File: config.mk
export PLATFORM = sky130hd
export DESIGN_NAME = uart_tx_periph
export DESIGN_NICKNAME = d
export VERILOG_FILES = /design/src/rtl/uart_tx_periph.sv
export SDC_FILE = /design/constraint.sdc
export NUM_CORES = 1
export LEC_CHECK = 0
export ABC_AREA = 1
export BUFFER_PORTS_ARGS = -buffer_cell sky130_fd_sc_hd__buf_2
export CORE_MARGIN = 2
export CORE_UTILIZATION = 61
export DETAILED_ROUTE_END_ITERATION = 8
export HOLD_SLACK_MARGIN = 0.12
export MAX_ROUTING_LAYER = met4
export PLACE_DENSITY = 0.84
export SETUP_SLACK_MARGIN = 0.02
export SLEW_MARGIN = 25
export SYNTH_ARGS = -nofsm -noshare
export SYNTH_HDL_FRONTEND = slang
export SYNTH_SLANG_ARGS = --single-unit
File: constraint.sdc
create_clock -name clk -period 4.7 [get_ports clk]
set_input_delay 0.235 -clock clk [delete_from_list [all_inputs] [get_ports clk]]
set_output_delay 0.235 -clock clk [all_outputs]
set_load 0.01 [all_outputs]
File: src/rtl/uart_tx_periph.sv
// Memory-mapped 8N1 UART transmitter: register window decode, TX byte FIFO,
// programmable baud divisor and a start/data/stop serialiser.
module uart_tx_periph #(
  parameter logic [31:0] BASE_ADDR   = 32'h0001_0000,
  parameter int unsigned FIFO_DEPTH  = 4,
  parameter logic [15:0] DEFAULT_DIV = 16'd434
) (
  input  logic        clk,
  input  logic        i_reset,
  input  logic [31:0] i_bus_address,
  input  logic [31:0] i_bus_wr_data,
  input  logic        i_bus_wr_enable,
  input  logic [2:0]  i_bus_write_length,
  output logic [31:0] o_bus_read_data,
  output logic        o_sel,
  output logic        o_tx
);

  localparam int unsigned AW      = $clog2(FIFO_DEPTH);
  localparam logic [4:0]  DEPTH_C = 5'(FIFO_DEPTH);

  typedef enum logic [1:0] {IDLE, START, DATA, STOP} state_t;

  state_t      state_q, state_d;
  logic [15:0] cnt_q, cnt_d;
  logic [15:0] per_q, per_d;
  logic [2:0]  idx_q, idx_d;
  logic [7:0]  sh_q, sh_d;
  logic        tx_q, tx_d;
  logic        pop;
  logic        bit_end;

  logic [3:0]  offset;
  logic        wr_acc, push, div_wr;
  logic [15:0] div_q, div_raw, div_new;

  logic [7:0]    mem [FIFO_DEPTH];
  logic [AW-1:0] wr_ptr, rd_ptr;
  logic [4:0]    count;
  logic          full, empty;
  logic [7:0]    head;

  logic unused_wdata;
  assign unused_wdata = ^i_bus_wr_data[31:16];

  // Bus decode
  assign offset = i_bus_address[3:0];
  assign o_sel  = (i_bus_address[31:4] == BASE_ADDR[31:4]);
  assign wr_acc = o_sel && i_bus_wr_enable;
  assign div_wr = wr_acc && (offset == 4'h8);

  // FIFO; full is judged on the pre-edge count so a push while full is lost
  assign full  = (count == DEPTH_C);
  assign empty = (count == 5'd0);
  assign push  = wr_acc && (offset == 4'h0) && !full;
  assign head  = mem[rd_ptr];

  always_ff @(posedge clk) begin
    if (push) mem[wr_ptr] <= i_bus_wr_data[7:0];
  end

  always_ff @(posedge clk or negedge i_reset) begin
    if (!i_reset) begin
      wr_ptr <= '0;
      rd_ptr <= '0;
      count  <= '0;
    end else begin
      if (push) wr_ptr <= wr_ptr + 1'b1;
      if (pop)  rd_ptr <= rd_ptr + 1'b1;
      case ({push, pop})
        2'b10:   count <= count + 5'd1;
        2'b01:   count <= count - 5'd1;
        default: count <= count;
      endcase
    end
  end

  // Divisor register; a zero result is clamped to one
  assign div_raw = (i_bus_write_length == 3'd1) ? {div_q[15:8], i_bus_wr_data[7:0]}
                                                : i_bus_wr_data[15:0];
  assign div_new = (div_raw == 16'd0) ? 16'd1 : div_raw;

  always_ff @(posedge clk or negedge i_reset) begin
    if (!i_reset) div_q <= DEFAULT_DIV;
    else if (div_wr) div_q <= div_new;
  end

  // Serialiser
  assign bit_end = (cnt_q == 16'd1);

  always_comb begin
    state_d = state_q;
    cnt_d   = cnt_q;
    per_d   = per_q;
    idx_d   = idx_q;
    sh_d    = sh_q;
    tx_d    = tx_q;
    pop     = 1'b0;
    case (state_q)
      IDLE: begin
        tx_d = 1'b1;
        if (!empty) begin
          pop     = 1'b1;
          sh_d    = head;
          per_d   = div_q;
          cnt_d   = div_q;
          tx_d    = 1'b0;
          state_d = START;
        end
      end
      START: begin
        if (bit_end) begin
          cnt_d   = per_q;
          idx_d   = 3'd0;
          tx_d    = sh_q[0];
          state_d = DATA;
        end else begin
          cnt_d = cnt_q - 16'd1;
        end
      end
      DATA: begin
        if (bit_end) begin
          cnt_d = per_q;
          idx_d = idx_q + 3'd1;
          if (idx_q == 3'd7) begin
            tx_d    = 1'b1;
            state_d = STOP;
          end else begin
            sh_d = {1'b0, sh_q[7:1]};
            tx_d = sh_q[1];
          end
        end else begin
          cnt_d = cnt_q - 16'd1;
        end
      end
      STOP: begin
        if (bit_end) begin
          // Back-to-back frames: reload directly into START with no idle bit
          if (!empty) begin
            pop     = 1'b1;
            sh_d    = head;
            per_d   = div_q;
            cnt_d   = div_q;
            tx_d    = 1'b0;
            state_d = START;
          end else begin
            tx_d    = 1'b1;
            state_d = IDLE;
          end
        end else begin
          cnt_d = cnt_q - 16'd1;
        end
      end
      default: state_d = IDLE;
    endcase
  end

  always_ff @(posedge clk or negedge i_reset) begin
    if (!i_reset) begin
      state_q <= IDLE;
      cnt_q   <= '0;
      per_q   <= '0;
      idx_q   <= '0;
      sh_q    <= '0;
      tx_q    <= 1'b1;
    end else begin
      state_q <= state_d;
      cnt_q   <= cnt_d;
      per_q   <= per_d;
      idx_q   <= idx_d;
      sh_q    <= sh_d;
      tx_q    <= tx_d;
    end
  end

  assign o_tx = tx_q;

  // Register read mux
  always_comb begin
    o_bus_read_data = '0;
    if (o_sel) begin
      case (offset)
        4'h4:    o_bus_read_data = {23'd0, count, 1'b0, empty, full, (state_q != IDLE)};
        4'h8:    o_bus_read_data = {16'd0, div_q};
        default: o_bus_read_data = '0;
      endcase
    end
  end

endmodule

# Yosys cells after proc, flatten, opt, wreduce, memory -nomap -nowiden
# Memories as Yosys holds them, arrays and structs flattened.
# Cells that the tools add are included.
dict set report word_totals {
  ff_bits 71
  ramBits 32
  input_bits 70
  output_inout_bits 34
  wordCells 93
  n_memories 1
}
# name depth word_bits read_ports rd_ports_with_merged_regs write_ports line
set memory_table {}
lappend memory_table {mem 4 8 1 0 1 37} ;# logic [7:0] mem [FIFO_DEPTH];
dict set report op_classes {
  add_sub_neg 6
  n_eq_ne 18
  muxes 38
  n_reduce_logical 20
}
# op count
set ops {}
lappend ops {{2-to-1 mux 16 bit} 8}
lappend ops {{case mux 16 bit (2 select lines)} 2}
lappend ops {{case mux 16 bit (3 select lines)} 1}
lappend ops {{2-to-1 mux 8 bit} 4}
lappend ops {{== test 28 x 13 -> 1 bit (second input constant)} 1}
lappend ops {{case mux 8 bit (3 select lines)} 1}
lappend ops {{== test 16 x 1 -> 1 bit (second input constant)} 1}
lappend ops {{logical NOT 16 bit} 1}
lappend ops {{subtractor 16 x 1 -> 16 bit (second input constant)} 1}
lappend ops {{!= test 2 bit (second input constant)} 6}
lappend ops {{2-to-1 mux 1 bit} 10}
lappend ops {{2-to-1 mux 2 bit} 5}
lappend ops {{case mux 5 bit (2 select lines)} 1}
lappend ops {{case mux 2 bit (4 select lines)} 1}
lappend ops {{nonzero test 2 bit} 4}
lappend ops {{== test 2 bit (second input constant)} 3}
lappend ops {{2-to-1 mux 3 bit} 2}
lappend ops {{case mux 3 bit (2 select lines)} 1}
lappend ops {{AND reduction 3 bit} 2}
lappend ops {{adder 5 x 1 -> 5 bit (second input constant)} 1}
lappend ops {{== test 5 x 3 -> 1 bit (second input constant)} 1}
lappend ops {{logical NOT 5 bit} 1}
lappend ops {{AND reduction 5 bit} 1}
lappend ops {{subtractor 5 x 1 -> 5 bit (second input constant)} 1}
lappend ops {{17 further kinds} 22}

# Logic depth before layout (Yosys ltp)
dict set report depth {
  ltp_word 6
  ltp_mapped 21
  ltp_nobuf 20
}

# Worst setup path before layout
# OpenSTA, ideal clock, no wires.
dict set report synth_path {
  kind {reg2reg}
  startpoint {register cnt_q[1]}
  endpoint {register count[4]}
  setup_time_ns 0.117
  t_arrival_ns 2.550
  t_required_ns 4.583
  path_slack_ns 2.034
  stages_incl_launch_ff 22
  path_buffers 1
  period_less_slack_ns 2.666
  path_cell_list {dfrtp_1 -> inv_1 -> ha_1 -> inv_1 -> nor3_1 -> nand2_1 -> nor2_2 -> buf_6 -> nand2_2 -> nand2_1 -> nand2_2 -> inv_1 -> ha_1 -> inv_1 -> fa_1 -> inv_1 -> nand2_1 -> nand2_1 -> a21oi_1 -> xor2_1 -> nand2_1 -> nand2_1}
}
dict set report synth_via {
  elab_chain_cells 5
  word_cells_on_any_way 7
  cone_classes {3 x eq/ne; 3 x mux; 1 x reduce/logical}
}
# item line
set synth_lines {}
lappend synth_lines {{from (decl)} 25} ;# logic [15:0] cnt_q, cnt_d;
lappend synth_lines {{from (signal assigned)} 168} ;# cnt_q <= cnt_d;
lappend synth_lines {{== test 16 x 1 -> 1 bit (*)} 89} ;# assign bit_end = (cnt_q == 16'd1);
lappend synth_lines {{2-to-1 mux 1 bit (*)} 137} ;# if (bit_end) begin
lappend synth_lines {{case mux 1 bit (2 select lines) (*)} 99} ;# case (state_q)
lappend synth_lines {{net pop} 30} ;# logic pop;
lappend synth_lines {{== test 2 x 1 -> 1 bit or == test 2 bit (tied branches)} 70} ;# case ({push, pop})
lappend synth_lines {{case mux 5 bit (2 select lines) or nonzero test 2 bit (tied branches)} n/a}
lappend synth_lines {{to (signal assigned)} 71} ;# 2'b10: count <= count + 5'd1;
lappend synth_lines {{to (signal assigned)} 72} ;# 2'b01: count <= count - 5'd1;
lappend synth_lines {{to (signal assigned)} 73} ;# default: count <= count;
lappend synth_lines {{to (decl)} 39} ;# logic [4:0] count;
# The timed path passes the listed nets; every way through them passes the cells marked *.
# A chain may end at the register's enable or synchronous reset.

# Final worst setup path
# Ends and elaborated chain as after synthesis.

==> flow_metrics.env <==
export IMPL_grt_pass1_wl_um=24100
export IMPL_die_x_um=104
export IMPL_post_route_period_util=0.689
export IMPL_drive_gt1_frac=0.152
export IMPL_status="finished, final reports clean"
export IMPL_setup_ws_ns=1.46
export IMPL_holdPathEnd="div_q[8]"
export IMPL_top_level_ports=104
export IMPL_place_ws_ns=1.57
export IMPL_reg2reg_to="count[4]"
export IMPL_hold_viol=0
export IMPL_holdWs_ns=0.200
export IMPL_vias_per_cell=5.52
export IMPL_synth_area_leaders="dfrtp_1, edfxtp_1, nand2_1"
export IMPL_fin_setup_tns_ns=0
export IMPL_post_synth_top_area_fraction=0.265
export IMPL_diodes=0
export IMPL_drtIter0Drc=392
export IMPL_yosys_area_top_type="dfrtp_1"
export IMPL_clk_pin_slew_ns=0.11
export IMPL_finalWirelength_um=14500
export IMPL_relSlewSlack=0.451
export IMPL_min_from="i_bus_wr_data[8]"
export IMPL_io_buffer_count=71
export IMPL_worst_pin_slew_ns=0.821
export IMPL_htree_num_levels=3
export IMPL_vias=5527
export IMPL_ys_flop_type="dfrtp_1"
export IMPL_grt_pass1_vias=5141
export IMPL_setup_violations_final=0
export IMPL_reg2reg_from="cnt_q[1]"
export IMPL_routabilityCongestion=0.941
export IMPL_fillers=770
export IMPL_yosysSeqAreaShare=0.448
export IMPL_syn_area_mm2=0.00613
export IMPL_route_detailed_drc=0
export IMPL_rows=36
export IMPL_start_kind="register"
export IMPL_start_util=0.627
export IMPL_cts_buffer_depth=2
export IMPL_slew_viol_final=0
export IMPL_placed_cells=976
export IMPL_cts_setup_buffers=0
export IMPL_grt_overflow_total=0
export IMPL_syn_instance_count=797
export IMPL_leakagePower_nw=3.22
export IMPL_antenna_found_initial=0
export IMPL_grt_usage=0.283
export IMPL_fin_skew_ns=0.0167
export IMPL_vdd_ir_drop_max_uv=258
export IMPL_power_density_mw_per_mm2=237
export IMPL_drv_cap=0
export IMPL_cts_buffers=9
export IMPL_ff2ff_path_depth=21
export IMPL_rsz0062_at_grt="false"
export IMPL_reg2reg_slack_ns=1.46
export IMPL_postSynth_asyncResetShare=0.689
export IMPL_crit_path_max_fanout=20
export IMPL_ant_nets=0
export IMPL_synth_edff_count=32
export IMPL_worstSetupPathType="register to register"
export IMPL_yosys_cell_count_top_type="nand2_1"
export IMPL_syn_to_final_growth_pct=10.4
export IMPL_avgSynthCellArea_um2=7.69
export IMPL_root_buffer="clkbuf_8"
export IMPL_synth_warnings=0
export IMPL_instances_no_fill=1001
export IMPL_ys_seq_elements=103
export IMPL_arrival_ns=3.52
export IMPL_grt_start_max_net_pins=46
export IMPL_cts_sinks=103
export IMPL_holdPathStages=5
export IMPL_endpoint_kind="register"
export IMPL_post_route_util=0.693
export IMPL_dieArea_mm2=0.0109
export IMPL_cts_tree="built"
export IMPL_fp_coreArea_mm2=0.00977
export IMPL_required_ns=4.98
export IMPL_hold_path_class="primary input to register"
export IMPL_finalCriticalPeriod_ns=3.24
export IMPL_wl_per_cell_um=14.5
export IMPL_hpwl_um=10200
export IMPL_yosysUniqueCellTypes=46
export IMPL_die_height_um=104
export IMPL_insertion_delay_ns=0.39
export IMPL_dr_pass1_iters=7
export IMPL_num_nets_final=951
export IMPL_fmax_mhz=309
export IMPL_ys_top_cells_by_count="nand2_1, inv_1, nand3_1"
==> stage by stage <==
stage               instance area (µm²)  total power [mW]
finish                             6770              1.60
global placement                   6460              1.01
global route                       6770              1.65
detailed placement                 6460              1.01
CTS                                6760              1.60
floorplan                          6190             0.976
==> kinds of logic (layout without fill, tap and decap cells) <==
logic type | Yosys count | count (layout) | synth area share
buf+inv | 125 | 181 | 0.0949
xor+xnor | 12 | 12 | 0.0171
compound gates | 103 | 103 | 0.0937
flops | 103 | 103 | 0.448
simple gates | 435 | 435 | 0.308
other cells | 1 | 16 | 0.000612
fa+ha+maj | 18 | 18 | 0.0380
==> how the worst max path moves through the flow <==
stage / from / endpoint / slack [ns] / cells after the start
floorplan: cnt_q[1] / count[4] / 2.03 / 21
global placement: cnt_q[1] / count[4] / 1.66 / 21
detailed placement: cnt_q[1] / count[4] / 1.57 / 21
CTS: cnt_q[1] / count[4] / 1.49 / 21
global route: cnt_q[1] / count[4] / 1.16 / 21
finish: cnt_q[1] / count[4] / 1.46 / 21
==> sequential cells by signal (all words and copies together), names as in the netlist, 3 cells and up <==
register and count:
idx_q 3, sh_q 8, div_q 16, per_q 16, count 5, mem 32
cnt_q 16
==> per-layer routing <==
layer	GRT usage	share of wire	vias to the layer above
met5	-	0	-
met4	0.0830	0.017	0
met3	0.0558	0.076	26
met2	0.464	0.49	265
met1	0.359	0.42	2559
li1	-	-	2677
==> cell usage in the layout (no fill, tap or decap), drive strengths merged, types with 2 or more instances in the layout <==
master and instances:
buf 74, o31ai 2, o211ai 5, a22oi 2
dfrtp 65, clkinv 4, inv 82, conb 16
nor3 11, nand2 262, dfstp 6, a21oi 21
o21ai 67, xnor2 4, xor2 8, dlygate4sd3 9
nand3 74, nand3b 2, or2 8, edfxtp 32
nand4 9, ha 17, clkbuf 10, nor2 68
==> critical path, cell delays in order (launching register included) <==
cell and delay, ns:
dfrtp_1 0.40, inv_1 0.09, ha_1 0.20, inv_1 0.07, nor3_1 0.23, nand2_1 0.11
nor2_2 0.08, buf_4 0.26, nand2_2 0.09, nand2_1 0.10, nand2_2 0.09, inv_1 0.07
ha_1 0.28, inv_1 0.09, fa_1 0.37, inv_1 0.09, nand2_1 0.09, nand2_1 0.07
a21oi_1 0.07, xor2_1 0.14, nand2_1 0.07, nand2_1 0.05
==> final cells by class <==
cell class              instances  area [µm²]  share of cell area
clock buffers                  10         128              0.0189
clock inverters                 6        87.6              0.0129
inverters                      82         308              0.0455
multi-input cells             584        2870               0.423
flip-flops and latches        103        2750               0.405
well taps                     133         166              0.0246
repair buffers                 83         470              0.0695
==> power breakdown <==
group	switching [mW]	total (mW)	internal, mW
combinational	0.0458	0.0739	0.0280
clock	0.342	0.604	0.262
sequential	0.0000000252	0.924	0.924
total	0.387	1.60	1.21
==> what timing repair did <==
item	4_1_cts	5_1_grt
endpoints found under the hold margin	74	0
gates resized for setup	0	0
hold buffers	9	0
Power figures use the tool's default switching activity.
